`src/rtl/wt_mem_pkg.sv`:
```
// Shared definitions for the layer weight/bias memory arbiters: op encoding,
// arbiter state and the default port widths of each layer memory.
package wt_mem_pkg;

    localparam logic OP_RD = 1'b0;
    localparam logic OP_WR = 1'b1;

    typedef enum logic [0:0] {
        ARB_UNLOCKED = 1'b0,
        ARB_LOCKED   = 1'b1
    } arb_state_t;

    localparam int CONV1_BANK_BW = 3;
    localparam int CONV1_ADDR_BW = 3;
    localparam int CONV1_DATA_BW = 104;
    localparam int CONV2_BANK_BW = 3;
    localparam int CONV2_ADDR_BW = 4;
    localparam int CONV2_DATA_BW = 64;
    localparam int FC_BANK_BW    = 2;
    localparam int FC_ADDR_BW    = 8;
    localparam int FC_DATA_BW    = 32;

    function automatic int ptr_w(input int n);
        return (n > 1) ? $clog2(n) : 1;
    endfunction

endpackage

```
`src/rtl/wt_mem_arbiter_rr_pick.sv`:
```
// Combinational round-robin picker: one-hot grant to the first set request at
// or above ptr, wrapping around.
module rr_pick
    import wt_mem_pkg::*;
#(
    parameter int N     = 2,
    parameter int PTR_W = ptr_w(N)
) (
    input  logic [N-1:0]     req,
    input  logic [PTR_W-1:0] ptr,
    output logic [N-1:0]     gnt
);

    logic [PTR_W-1:0] idx;

    // Walk from the lowest priority offset down so the nearest request wins last.
    always_comb begin
        gnt = '0;
        idx = '0;
        for (int i = N - 1; i >= 0; i--) begin
            idx = PTR_W'((int'(ptr) + i) % N);
            if (req[idx]) begin
                gnt      = '0;
                gnt[idx] = 1'b1;
            end
        end
    end

endmodule

```
`src/rtl/wt_mem_arbiter.sv`:
```
// Round-robin arbiter with bus lock in front of one layer weight memory.
// Optional grant/wait counters: define WT_MEM_ARB_PERF_CNT_EN.
module wt_mem_arbiter
    import wt_mem_pkg::*;
#(
    parameter int NUM_REQ    = 2,
    parameter int BANK_BW    = 3,
    parameter int ADDR_BW    = 4,
    parameter int DATA_BW    = 64,
    parameter int RD_LATENCY = 1
) (
    input  logic                       clk_i,
    input  logic                       rst_i,
    input  logic [NUM_REQ-1:0]         req_i,
    input  logic [NUM_REQ-1:0]         req_we_i,
    input  logic [NUM_REQ-1:0]         req_lock_i,
    input  logic [NUM_REQ*BANK_BW-1:0] req_bank_i,
    input  logic [NUM_REQ*ADDR_BW-1:0] req_addr_i,
    input  logic [NUM_REQ*DATA_BW-1:0] req_wdata_i,
    output logic [NUM_REQ-1:0]         gnt_o,
    output logic [NUM_REQ-1:0]         rvalid_o,
    output logic [DATA_BW-1:0]         rdata_o,
    output logic                       mem_rd_en_o,
    output logic                       mem_wr_en_o,
    output logic [BANK_BW-1:0]         mem_bank_o,
    output logic [ADDR_BW-1:0]         mem_addr_o,
    output logic [DATA_BW-1:0]         mem_wr_data_o,
`ifdef WT_MEM_ARB_PERF_CNT_EN
    output logic [NUM_REQ*16-1:0]      perf_gnt_cnt_o,
    output logic [NUM_REQ*16-1:0]      perf_wait_cnt_o,
`endif
    input  logic [DATA_BW-1:0]         mem_rd_data_i
);

    localparam int PTR_W = ptr_w(NUM_REQ);

    arb_state_t                        state;
    logic [PTR_W-1:0]                  owner, rr_ptr, gnt_idx, nxt_ptr;
    logic [NUM_REQ-1:0]                elig, gnt;
    logic                              gnt_any, sel_we, sel_lock;
    logic [RD_LATENCY:0]               vld_pipe;
    logic [RD_LATENCY:0][PTR_W-1:0]    tag_pipe;

    // While locked only the owner is eligible; nothing is granted in reset.
    always_comb begin
        elig = req_i;
        if (state == ARB_LOCKED) begin
            elig        = '0;
            elig[owner] = req_i[owner];
        end
        if (rst_i) elig = '0;
    end

    rr_pick #(.N(NUM_REQ), .PTR_W(PTR_W)) u_pick (
        .req (elig),
        .ptr (rr_ptr),
        .gnt (gnt)
    );

    always_comb begin
        gnt_idx = '0;
        for (int r = 0; r < NUM_REQ; r++)
            if (gnt[r]) gnt_idx = PTR_W'(r);
    end

    assign gnt_o    = gnt;
    assign gnt_any  = |gnt;
    assign sel_we   = req_we_i[gnt_idx];
    assign sel_lock = req_lock_i[gnt_idx];
    assign nxt_ptr  = (int'(gnt_idx) == NUM_REQ - 1) ? '0 : gnt_idx + 1'b1;

    always_ff @(posedge clk_i or posedge rst_i) begin
        if (rst_i) begin
            state         <= ARB_UNLOCKED;
            owner         <= '0;
            rr_ptr        <= '0;
            mem_wr_en_o   <= 1'b0;
            mem_bank_o    <= '0;
            mem_addr_o    <= '0;
            mem_wr_data_o <= '0;
            vld_pipe      <= '0;
            tag_pipe      <= '0;
        end else begin
            // Stage 0 doubles as the read strobe; the tag rides along to the data.
            vld_pipe    <= {vld_pipe[RD_LATENCY-1:0], gnt_any & (sel_we == OP_RD)};
            tag_pipe    <= {tag_pipe[RD_LATENCY-1:0], gnt_idx};
            mem_wr_en_o <= gnt_any & (sel_we == OP_WR);
            if (gnt_any) begin
                rr_ptr        <= nxt_ptr;
                owner         <= gnt_idx;
                state         <= sel_lock ? ARB_LOCKED : ARB_UNLOCKED;
                mem_bank_o    <= req_bank_i[int'(gnt_idx)*BANK_BW +: BANK_BW];
                mem_addr_o    <= req_addr_i[int'(gnt_idx)*ADDR_BW +: ADDR_BW];
                mem_wr_data_o <= req_wdata_i[int'(gnt_idx)*DATA_BW +: DATA_BW];
            end
        end
    end

    assign mem_rd_en_o = vld_pipe[0];
    assign rdata_o     = mem_rd_data_i;

    always_comb begin
        rvalid_o = '0;
        if (vld_pipe[RD_LATENCY]) rvalid_o[tag_pipe[RD_LATENCY]] = 1'b1;
    end

`ifdef WT_MEM_ARB_PERF_CNT_EN
    for (genvar r = 0; r < NUM_REQ; r++) begin : g_perf
        logic [15:0] gnt_cnt, wait_cnt;
        always_ff @(posedge clk_i or posedge rst_i) begin
            if (rst_i) begin
                gnt_cnt  <= '0;
                wait_cnt <= '0;
            end else begin
                if (gnt[r] && gnt_cnt != 16'hFFFF)
                    gnt_cnt <= gnt_cnt + 16'd1;
                if (req_i[r] && !gnt[r] && wait_cnt != 16'hFFFF)
                    wait_cnt <= wait_cnt + 16'd1;
            end
        end
        assign perf_gnt_cnt_o[r*16 +: 16]  = gnt_cnt;
        assign perf_wait_cnt_o[r*16 +: 16] = wait_cnt;
    end
`endif

endmodule

```
`config.mk`:
```
export PLATFORM = sky130hd
export DESIGN_NAME = wt_mem_arbiter
export DESIGN_NICKNAME = d
export VERILOG_FILES = /design/src/rtl/wt_mem_pkg.sv /design/src/rtl/wt_mem_arbiter_rr_pick.sv /design/src/rtl/wt_mem_arbiter.sv
export SDC_FILE = /design/constraint.sdc
export NUM_CORES = 1
export LEC_CHECK = 0
export ABC_AREA = 1
export BUFFER_PORTS_ARGS = -buffer_cell sky130_fd_sc_hd__buf_2
export CAP_MARGIN = 0
export CORE_AREA = 2 2 137 139
export DETAILED_ROUTE_END_ITERATION = 10
export DIE_AREA = 0 0 139 141
export PLACE_DENSITY = 0.59
export SLEW_MARGIN = 25
export SYNTH_ARGS = -nofsm -noshare
export SYNTH_HDL_FRONTEND = slang
export SYNTH_SLANG_ARGS = --single-unit
```
`constraint.sdc`:
```
create_clock -name clk_i -period 2.6 [get_ports clk_i]
set_clock_uncertainty 0.15 [all_clocks]
set_input_delay 0.13 -clock clk_i [delete_from_list [all_inputs] [get_ports clk_i]]
set_output_delay 0.13 -clock clk_i [all_outputs]
set_load 0.05 [all_outputs]
```
Word level (Yosys, flattened, before mapping)
Index checks and enable logic that the tools add are counted.

storage, ports and cells
  register bits = 79
  input port bits = 214
  output and inout bits = 141
  word-level logic and storage cells = 60

cells by class
  add/sub/neg operators = 2
  $mul = 1
  order comparisons = 9
  shifts and indexed selects = 3
  mux-type cells = 26
  bitwise operators = 4
  reduce and logical (&&, ||, !) cells = 5

operators by type and width
  operator                                                    count
  indexed part select 128 x 8 -> 64 bit                       1
  2-to-1 mux 1 bit                                            17
  less-than comparator 1 x 2 -> 1 bit, second input constant  5
  2-to-1 mux 2 bit                                            5
  indexed part select 8 x 4 -> 4 bit                          1
  indexed part select 6 x 4 -> 3 bit                          1
  demux 1 bit (select 1 bit)                                  4
  >= comparator 1 bit, second input constant                  4
  logical AND 1 bit                                           4
  multiplier 1 x 2 -> 3 bit, second input constant            1
  adder 1 bit, second input constant                          2
  AND 1 bit                                                   2
  AND 2 bit                                                   1
  OR reduction 2 bit                                          1
  inverter 1 bit                                              1

Longest topological paths before layout
Gate-level depths: netlist (run 1).

  depth in word-level cells = 16
  mapped depth = 9
  depth with buffers taken out = 8

Modules after synthesis
From an unflattened synthesis (run 1), not the netlist that was laid out.

second synthesis, totals
  cells, all modules = 487
  area total of the unflattened synthesis = 3996.3 µm²

by module, submodules not included
  module          times used  cells an instance  area an instance (µm²)  sequential area each (µm²)
  wt_mem_arbiter  1           483                3968.8                  1976.9
  rr_pick         1           4                  27.5                    0.0

Worst setup path after synthesis (run 1)
OpenSTA, ideal clock, no wires.

  path kind = input port to output port
  start = input rst_i
  end = output gnt_o[1]
  arrival = 2024 ps
  path slack = 296 ps
  cell stages on the path = 6
  buffers on the path = 2
  cell sequence = inv_2 -> nand4_4 -> nand2_2 -> inv_2 -> buf_4 -> buf_4

between the ends
  cells in the longest elaborated chain, start to end = 5

ends and longest elaborated chain
  element                                               line                          text
  start, declared                                       wt_mem_arbiter.sv:13          input logic rst_i,
  2-to-1 mux 2 bit (*)                                  wt_mem_arbiter.sv:51          if (rst_i) elig = '0;
  2-to-1 mux 1 bit (not written as such) (2 in series)  wt_mem_arbiter_rr_pick.sv:22  if (req[idx]) begin
  2-to-1 mux 2 bit                                      wt_mem_arbiter_rr_pick.sv:22
  2-to-1 mux 2 bit (*)                                  wt_mem_arbiter_rr_pick.sv:22
  end, declared                                         wt_mem_arbiter.sv:20          output logic [NUM_REQ-1:0] gnt_o,

Mark *: on every way between the ends. The rest lies on a longest branch, timed or not. The select of a mux whose other input is x is not followed.

Worst setup path in the final report (run 1)
  start = register rr_ptr
  end = register mem_wr_data_o[26]

between the ends
  cells in the longest elaborated chain, start to end = 9

ends and longest elaborated chain
  element                                                                                           line                          text
  start, declared                                                                                   wt_mem_arbiter.sv:38          logic [PTR_W-1:0] owner, rr_ptr, gnt_idx, nxt_ptr;
  start signal, assigned                                                                            wt_mem_arbiter.sv:89          rr_ptr <= nxt_ptr;
  adder 1 bit                                                                                       wt_mem_arbiter_rr_pick.sv:21  idx = PTR_W'((int'(ptr) + i) % N);
  less-than comparator 1 x 2 -> 1 bit (not written as such) or >= comparator 1 bit (tied branches)  wt_mem_arbiter_rr_pick.sv:24  gnt[idx] = 1'b1;
  logical AND 1 bit (not written as such)                                                           wt_mem_arbiter_rr_pick.sv:24
  2-to-1 mux 1 bit (not written as such)                                                            wt_mem_arbiter_rr_pick.sv:24
  demux 1 bit (select 1 bit)                                                                        -
  2-to-1 mux 2 bit                                                                                  wt_mem_arbiter_rr_pick.sv:22
  2-to-1 mux 2 bit (*)                                                                              wt_mem_arbiter_rr_pick.sv:22
  2-to-1 mux 1 bit                                                                                  wt_mem_arbiter.sv:63          if (gnt[r]) gnt_idx = PTR_W'(r);
  indexed part select 128 x 8 -> 64 bit                                                             wt_mem_arbiter.sv:94          mem_wr_data_o <= req_wdata_i[int'(gnt_idx)*DATA_BW +: DATA_BW];
  end signal, assigned                                                                              wt_mem_arbiter.sv:94
  end, declared                                                                                     wt_mem_arbiter.sv:27          output logic [DATA_BW-1:0] mem_wr_data_o,

Marked as above.
A chain may end at the register's enable or synchronous reset.

==> results of run 1 <==
[where the power goes]
group	leakage, uW	internal, uW	switching, uW
Sequential	0.000962	1820	334
Clock	0.000156	868	512
Combinational	0.00263	1410	3300
Total	0.00375	4100	4150
[state kept, by name, summed over array words and instances (netlist names)]
name and flops:
owner 1, vld_pipe 2, mem_addr_o 4, mem_wr_data_o 64
mem_wr_en_o 1, mem_bank_o 3, state 1, tag_pipe 2
rr_ptr 1
[cells in the mapped netlist, drive strengths merged]
master	instances	share of area [%]
o21ai	3	0.44
nand2	174	16
nand3b	1	0.17
buf	90	15
inv	50	4.4
a21oi	1	0.12
nand3	146	17
clkbuf	5	0.44
dfrtp	79	46
nand4	1	0.49
nor2	3	0.32
[layer usage]
layer | vias to the layer above | wire [um] | track usage (%)
met1 | 2216 | 6044 | 16.50
met3 | 49 | 865 | 3.499
met2 | 199 | 7603 | 25.20
met4 | 0 | 612 | 9.144
met5 | - | 0 | 0
li1 | 2287 | - | -
[path summary, 6_finish.rpt]
kind / start / endpoint / slack, ns
setup reg to reg: rr_ptr$_DFFE_PP0P_ / mem_wr_data_o[26]$_DFFE_PP0P_ / 0.16
hold reg to reg: tag_pipe[0]$_DFF_PP0_ / tag_pipe[1]$_DFF_PP0_ / 0.20
setup / recovery: rr_ptr$_DFFE_PP0P_ / mem_wr_data_o[26]$_DFFE_PP0P_ / 0.16
min in group asynchronous: rst_i / mem_wr_data_o[54]$_DFFE_PP0P_ / 0.17
max in group asynchronous: rst_i / mem_wr_data_o[34]$_DFFE_PP0P_ / 0.81
hold / removal: mem_rd_data_i[16] / rdata_o[16] / 0.11
[area by class of cell]
| class | count | area [sq um] | area share, % |
|---|---|---|---|
| clock inverter | 5 | 81.33 | 1.159 |
| tap | 234 | 292.8 | 4.173 |
| sequential | 79 | 1977 | 28.17 |
| timing repair buffer | 384 | 2710 | 38.62 |
| multi-input combinational | 330 | 1520 | 21.67 |
| inverter | 50 | 192.7 | 2.746 |
| clock buffer | 11 | 242.7 | 3.459 |
[metrics by stage]
step           setup slack [ns]  utilization, %  total power [uW]
4_1_cts                 0.01980           38.04              8232
6_report                 0.1646           38.41              8252
3_5_place_dp            0.05555           28.21              6259
5_1_grt                 0.04367           38.41              8698
3_3_place_gp             0.1039           28.21              6239
2_1_floorplan            0.2961               -              5453
[repair_timing]
| action | CTS | global route |
|---|---|---|
| buffers inserted | 0 | 3 |
| hold endpoints to repair | 117 | 0 |
| hold buffers | 147 | 0 |
| resized for setup | 0 | 4 |
| endpoints found under the setup margin | 0 | 61 |
[cells by family (layout without fill, tap and decap cells)]
group | Yosys count | in the layout | share of synthesized area [%]
compound gates | 4 | 5 | 0.5516
buf+inv | 145 | 450 | 19.72
flops | 79 | 79 | 45.88
simple gates | 325 | 325 | 33.86
[worst max-delay path, cell delays in order, from the launching register on]
cell and delay [ns]:
dfrtp_1 0.36, inv_1 0.26, nand4_4 0.14, buf_4 0.26, nand2_8 0.22, buf_12 0.22, nand2_1 0.09, nand3_1 0.10
dlygate4sd3_1 0.56
==> results.md, run 1 <==
* Outcome: complete, no violations
* Die width at 139 um
* Share of post-route cells with drive strength above 1 at 30.97%
* ANT nets after route at 0
* Netlist cell types at 21
* Final period utilization at 93.67%
* Via/cell ratio at 4.347
* Worst hold path class: in2out
* Core area at 0.01827 sq mm
* Slew headroom at 56.89%
* Ys Warns at 0
* Vias in the first global route at 4,832
* Worst slew pin tran at 0.6466 ns
* Cells after DPL at 926
* Worst setup SP type: flop
* Core Rows at 50
* Fill count at 1,830
* Worst IR Drop VDD at 0.6115 mV
* Commonest non-fill, non-tap cell in the layout: buf_2
* Cell area power density at 1176 mW/mm^2
* Max-cap violations at 0
* Largest net degree at the start of global routing at 55
* Drt first pass iters at 4
* Crit. End Element: flop
* Final Wtd Congestion at 0.7654
* Synthesized area per cell at 7.792 sq um
* Finished Layout Cells at 1,093
* CP Class: reg2reg
* PortBufs at 226
* Min Hold Slack at 0.1100 ns
* Detailed Route WL at 15.13 mm
* Fin area at 0.007017 sq mm
* Worst hold path stage count at 0
* Max Buffers Root-to-Sink at 2
* First-pass GRT wire length at 23.03 mm
* Cell Area, Synth at 0.004309 sq mm
* CP arrival at 2.56 ns
* Initial Util at 23.59%
* Placed cell area at 0.005154 sq mm
* Die H at 141 um
* TritonCTS clock tree: built
* Reg2reg path depth at 8
* CTS H-tree lvls at 3
* Initial antenna violation count at 0
* RSZ-0062 raised after global routing: false
* Count of pins over their slew limit at 0
* Final setup fails at 0
* Remaining DRCs at 0
* Reg clk slew, reported paths at 0.06 ns
* Static Leak at 0.003750 uW
* Nets at 1,068
* Num CTS Buffers at 9
* Final Hold Fails at 0
* CP max FO at 32
* Fmax at 410.6 MHz
* DR vias at 4,751
* Worst Path Required at 2.73 ns
* Post-Synthesis Cells at 553
* Setup TNS Final at 0 ns
* Drt wl/cell at 13.84 um
* CTS root buf: clkbuf_16
* Post-DP HPWL at 9.290 mm
* Synthesized net count at 767
* #FFs+latches synth at 79
* GRT overflow at 0
* Overall routing resource usage at 14.68%
* Full die area at 0.01960 sq mm
* Most frequent cells in the layout: buf_2 (226), nand2_1 (170), dlygate4sd3_1 (147)
* Sequential-to-total area share from yosys stat at 45.88%
* Iter 0 DRT Violations at 198
* Min Clock Period, post-route at 2.435 ns
* Synthesis-to-finish area growth at 62.83%
* Worst-Skew Late Latency at 0.34 ns
* IO Pins at 355
* Antenna fix cells at 0
* Sink Count at 79
(Power assumes the default switching activity.)
==> run 2, diff against run 1 <==
- PLACE_DENSITY: 0.59 -> 0.57
- RECOVER_POWER: unset -> 50
- SYNTH_HIERARCHICAL: unset -> 1
==> results.md, run 2 <==
* Max-cap violations at 0 (unchanged)
* Cell family with most CP delay: buffers and inverters
* Synth cell count leaders: nand2_1 (150), nand3_1 (144), dfrtp_1 (79)
* Overall power at 6914 uW (-16%)
* Worst setup SP type: flop
* Post-synthesis compound-gate area fraction at 1.002% (+0.45 points)
* Synth top area cells: dfrtp_1 (49%), nand3_1 (18%), nand2_1 (14%)
* PortBufs at 226 (unchanged)
* Count of pins over their slew limit at 0 (unchanged)
* Final Hold Fails at 0 (unchanged)
* Core Rows at 50 (unchanged)
* Main combinational cell family by area after synthesis: simple AND/OR/NAND/NOR gates
* EDFF count, synth at 0 (unchanged)
* Fin area at 0.006654 sq mm (-5.2%)
* Overall routing resource usage at 14.80% (+0.12 points)
* Fill count at 1,844 (+0.77%)
* RSZ-0062 raised after global routing: false
* CTS H-tree lvls at 3 (unchanged)
* Initial Util at 21.88% (-1.7 points)
* Final period utilization at 91.05% (-2.6 points)
* Netlist cell types at 12 (-43%)
* Synthesized net count at 701 (-8.6%)
* IO Pins at 355 (unchanged)
* TritonCTS clock tree: built
* Worst IR Drop VDD at 0.5466 mV (-11%)
* Register area at 0.001977 sq mm (unchanged)
* Cell area power density at 1039 mW/mm^2 (-12%)
* Nets at 996 (-6.7%)
* Static Leak at 0.003362 uW (-10%)
* Slew headroom at 31.60% (-25 points)
* Via/cell ratio at 4.375 (+0.66%)
* Die width at 139 um (unchanged)
* Iter 0 DRT Violations at 158 (-20%)
* Worst-Skew Late Latency at 0.34 ns (about the same)
* Share of post-route cells with drive strength above 1 at 31.55% (+0.59 points)
* Die H at 141 um (unchanged)
* Reg clk slew, reported paths at 0.07 ns (about the same)
* Synth Area in XOR/XNOR at 0% (unchanged)
* Min Clock Period, post-route at 2.367 ns (-0.06808 ns)
* Placed cell area at 0.004886 sq mm (-5.2%)
* DR vias at 4,463 (-6.1%)
* Synthesized area per cell at 8.206 sq um (+5.3%)
* Setup TNS Final at 0 ns (unchanged)
* Worst hold path class: in2out
* Core area at 0.01827 sq mm (unchanged)
* Critical-path cell list: a21oi_1 -> inv_1 -> a21oi_4 -> buf_12 -> buf_2
* Slowest CP cell: dfrtp_1
* Area leader, netlist: dfrtp_1
* Cell Area, Synth at 0.003996 sq mm (-7.3%)
* Multi-input combinational cell area at 0.001365 sq mm (-10%)
* Final Wtd Congestion at 0.7567 (-1.1%)
* Async S/R FF share, synth at 100.0% (unchanged)
* Initial antenna violation count at 0 (unchanged)
* Crit. End Element: output pin
* Worst Path Required at 2.32 ns (-0.41 ns)
* Main synth FF type: dfrtp_1
* Fmax at 422.4 MHz (+2.9%)
* Post-synthesis mux area share at 0% (unchanged)
* Final setup fails at 0 (unchanged)
* Largest regs: mem_wr_data_o: 64 flops, mem_addr_o: 4 flops, mem_bank_o: 3 flops
* GRT overflow at 0 (unchanged)
* Antenna fix cells at 0 (unchanged)
* Max Buffers Root-to-Sink at 2 (unchanged)
* Vias in the first global route at 4,571 (-5.4%)
* Commonest non-fill, non-tap cell in the layout: buf_2
* Synthesis-to-finish area growth at 66.50%
* Outcome: complete, no violations
* Largest net degree at the start of global routing at 76 (+38%)
* Full die area at 0.01960 sq mm (unchanged)
* Sequential-to-total area share from yosys stat at 49.47% (+3.6 points)
* CP max stage delay at 0.40 ns (-0.16 ns)
* Num CTS Buffers at 9 (unchanged)
* Drt wl/cell at 14.44 um (+4.3%)
* Crit path buffers/inverters at 3 (-1)
* Worst slew pin tran at 1.026 ns (+0.3793 ns)
* Setup ws final at 0.2327 ns (+0.06808 ns)
* Post-Synthesis Cells at 487 (-12%)
* Drt first pass iters at 4 (unchanged)
* Biggest register: mem_wr_data_o
* #FFs+latches synth at 79 (unchanged)
* Yosys top cell area share at 49.47% (+3.6 points)
* ANT nets after route at 0 (unchanged)
* Setup repair bufs after CTS at 0 (unchanged)
* Post-DP HPWL at 8.819 mm (-5.1%)
* Post-synthesis simple-gate area fraction at 32.59% (-1.3 points)
* Max FFs per register at 64 (unchanged)
* CP arrival at 2.09 ns (-0.47 ns)
* Dpl ws at 0.2620 ns (+0.2064 ns)
* Most frequent cells in the layout: buf_2 (221), nand2_1 (150), dlygate4sd3_1 (147)
* Detailed Route WL at 14.72 mm (-2.7%)
* Most common cell in the netlist: nand2_1
* CP Class: reg2out
* Remaining DRCs at 0 (unchanged)
* Sink Count at 79 (unchanged)
* First-pass GRT wire length at 22.89 mm (-0.63%)
* Post-Synth Adder-Cell Area at 0% (unchanged)
* CTS root buf: clkbuf_16
* CP max FO at 64 (+100%)
* Ys Warns at 6 (+6)
[run 2: cell count changes in the layout (fill, tap and decap cells not counted), sizes merged, moves of 2 or more]
cell / previous run / this run
o21ai: 4 / 1
a21oi: 1 / 4
clkbuf: 11 / 17
inv: 50 / 6
clkinvlp: 1 / 3
nand3: 146 / 144
nand2: 174 / 150
nor2: 3 / 5
buf: 237 / 226
[run 2: path summary, 6_finish.rpt]
path	startpoint	to	slack (ns)	cells past startpoint
worst max-delay path	state$_DFFE_PP0P_	gnt_o[1]	0.23	5
worst min-delay path	mem_rd_data_i[14]	rdata_o[14]	0.11	0
worst max register to register	state$_DFFE_PP0P_	mem_wr_data_o[33]$_DFFE_PP0P_	0.27	6
worst min register to register	tag_pipe[0]$_DFF_PP0_	tag_pipe[1]$_DFF_PP0_	0.19	0
max in group asynchronous	rst_i	mem_wr_data_o[20]$_DFFE_PP0P_	1.09	4
min in group asynchronous	rst_i	owner$_DFFE_PP0P_	0.55	4
[run 2: final cells by class]
cell class | instances | area share (%)
clock buffers | 10 | 3.592
clock inverters | 5 | 0.8838
inverters | 7 | 0.4137
multi-input cells | 305 | 20.52
flip-flops and latches | 79 | 29.71
well taps | 234 | 4.400
repair buffers | 380 | 40.49
[run 2: where the power goes]
part	switching, uW	total (uW)	internal (uW)
clock network	530	1300	765
registers	294	2040	1740
logic	2700	3580	884
[run 2: what timing repair did]
| action | in CTS | in global routing |
|---|---|---|
| pin swaps | 0 | 0 |
| setup endpoints to repair | 1 | 1 |
| resized for setup | 1 | 3 |
| hold buffers | 147 | 0 |
| hold endpoints to repair | 153 | 0 |
| gates cloned | 0 | 0 |
[run 2: kinds of logic (layout without fill, tap and decap cells)]
| logic type | after synthesis | after routing |
|---|---|---|
| AO/OA/AOI/OAI | 6 | 6 |
| buffers and inverters | 103 | 402 |
| flip-flops | 79 | 79 |
| AND/OR/NAND/NOR | 299 | 299 |
[run 2: metrics by stage]
stage | hold slack, ns | utilization (%) | std cells
2_1_floorplan | 0.1088 | - | 487
3_3_place_gp | 0.1103 | 26.75 | 858
3_5_place_dp | 0.1103 | 26.75 | 858
4_1_cts | 0.1103 | 36.45 | 1020
5_1_grt | 0.1101 | 36.42 | 1020
6_report | 0.1100 | 36.42 | 1020
[run 2: metal layers]
metal  global-route usage (%)  up-vias  share of wire (%)  wire (um)
met5                        0        -                  0          0
met4                    10.21        0                5.2        760
met3                    3.804       62                7.6       1119
met2                    26.39      217                 51       7453
met1                    15.27     2068                 37       5390
li1                         -     2116                  -          -
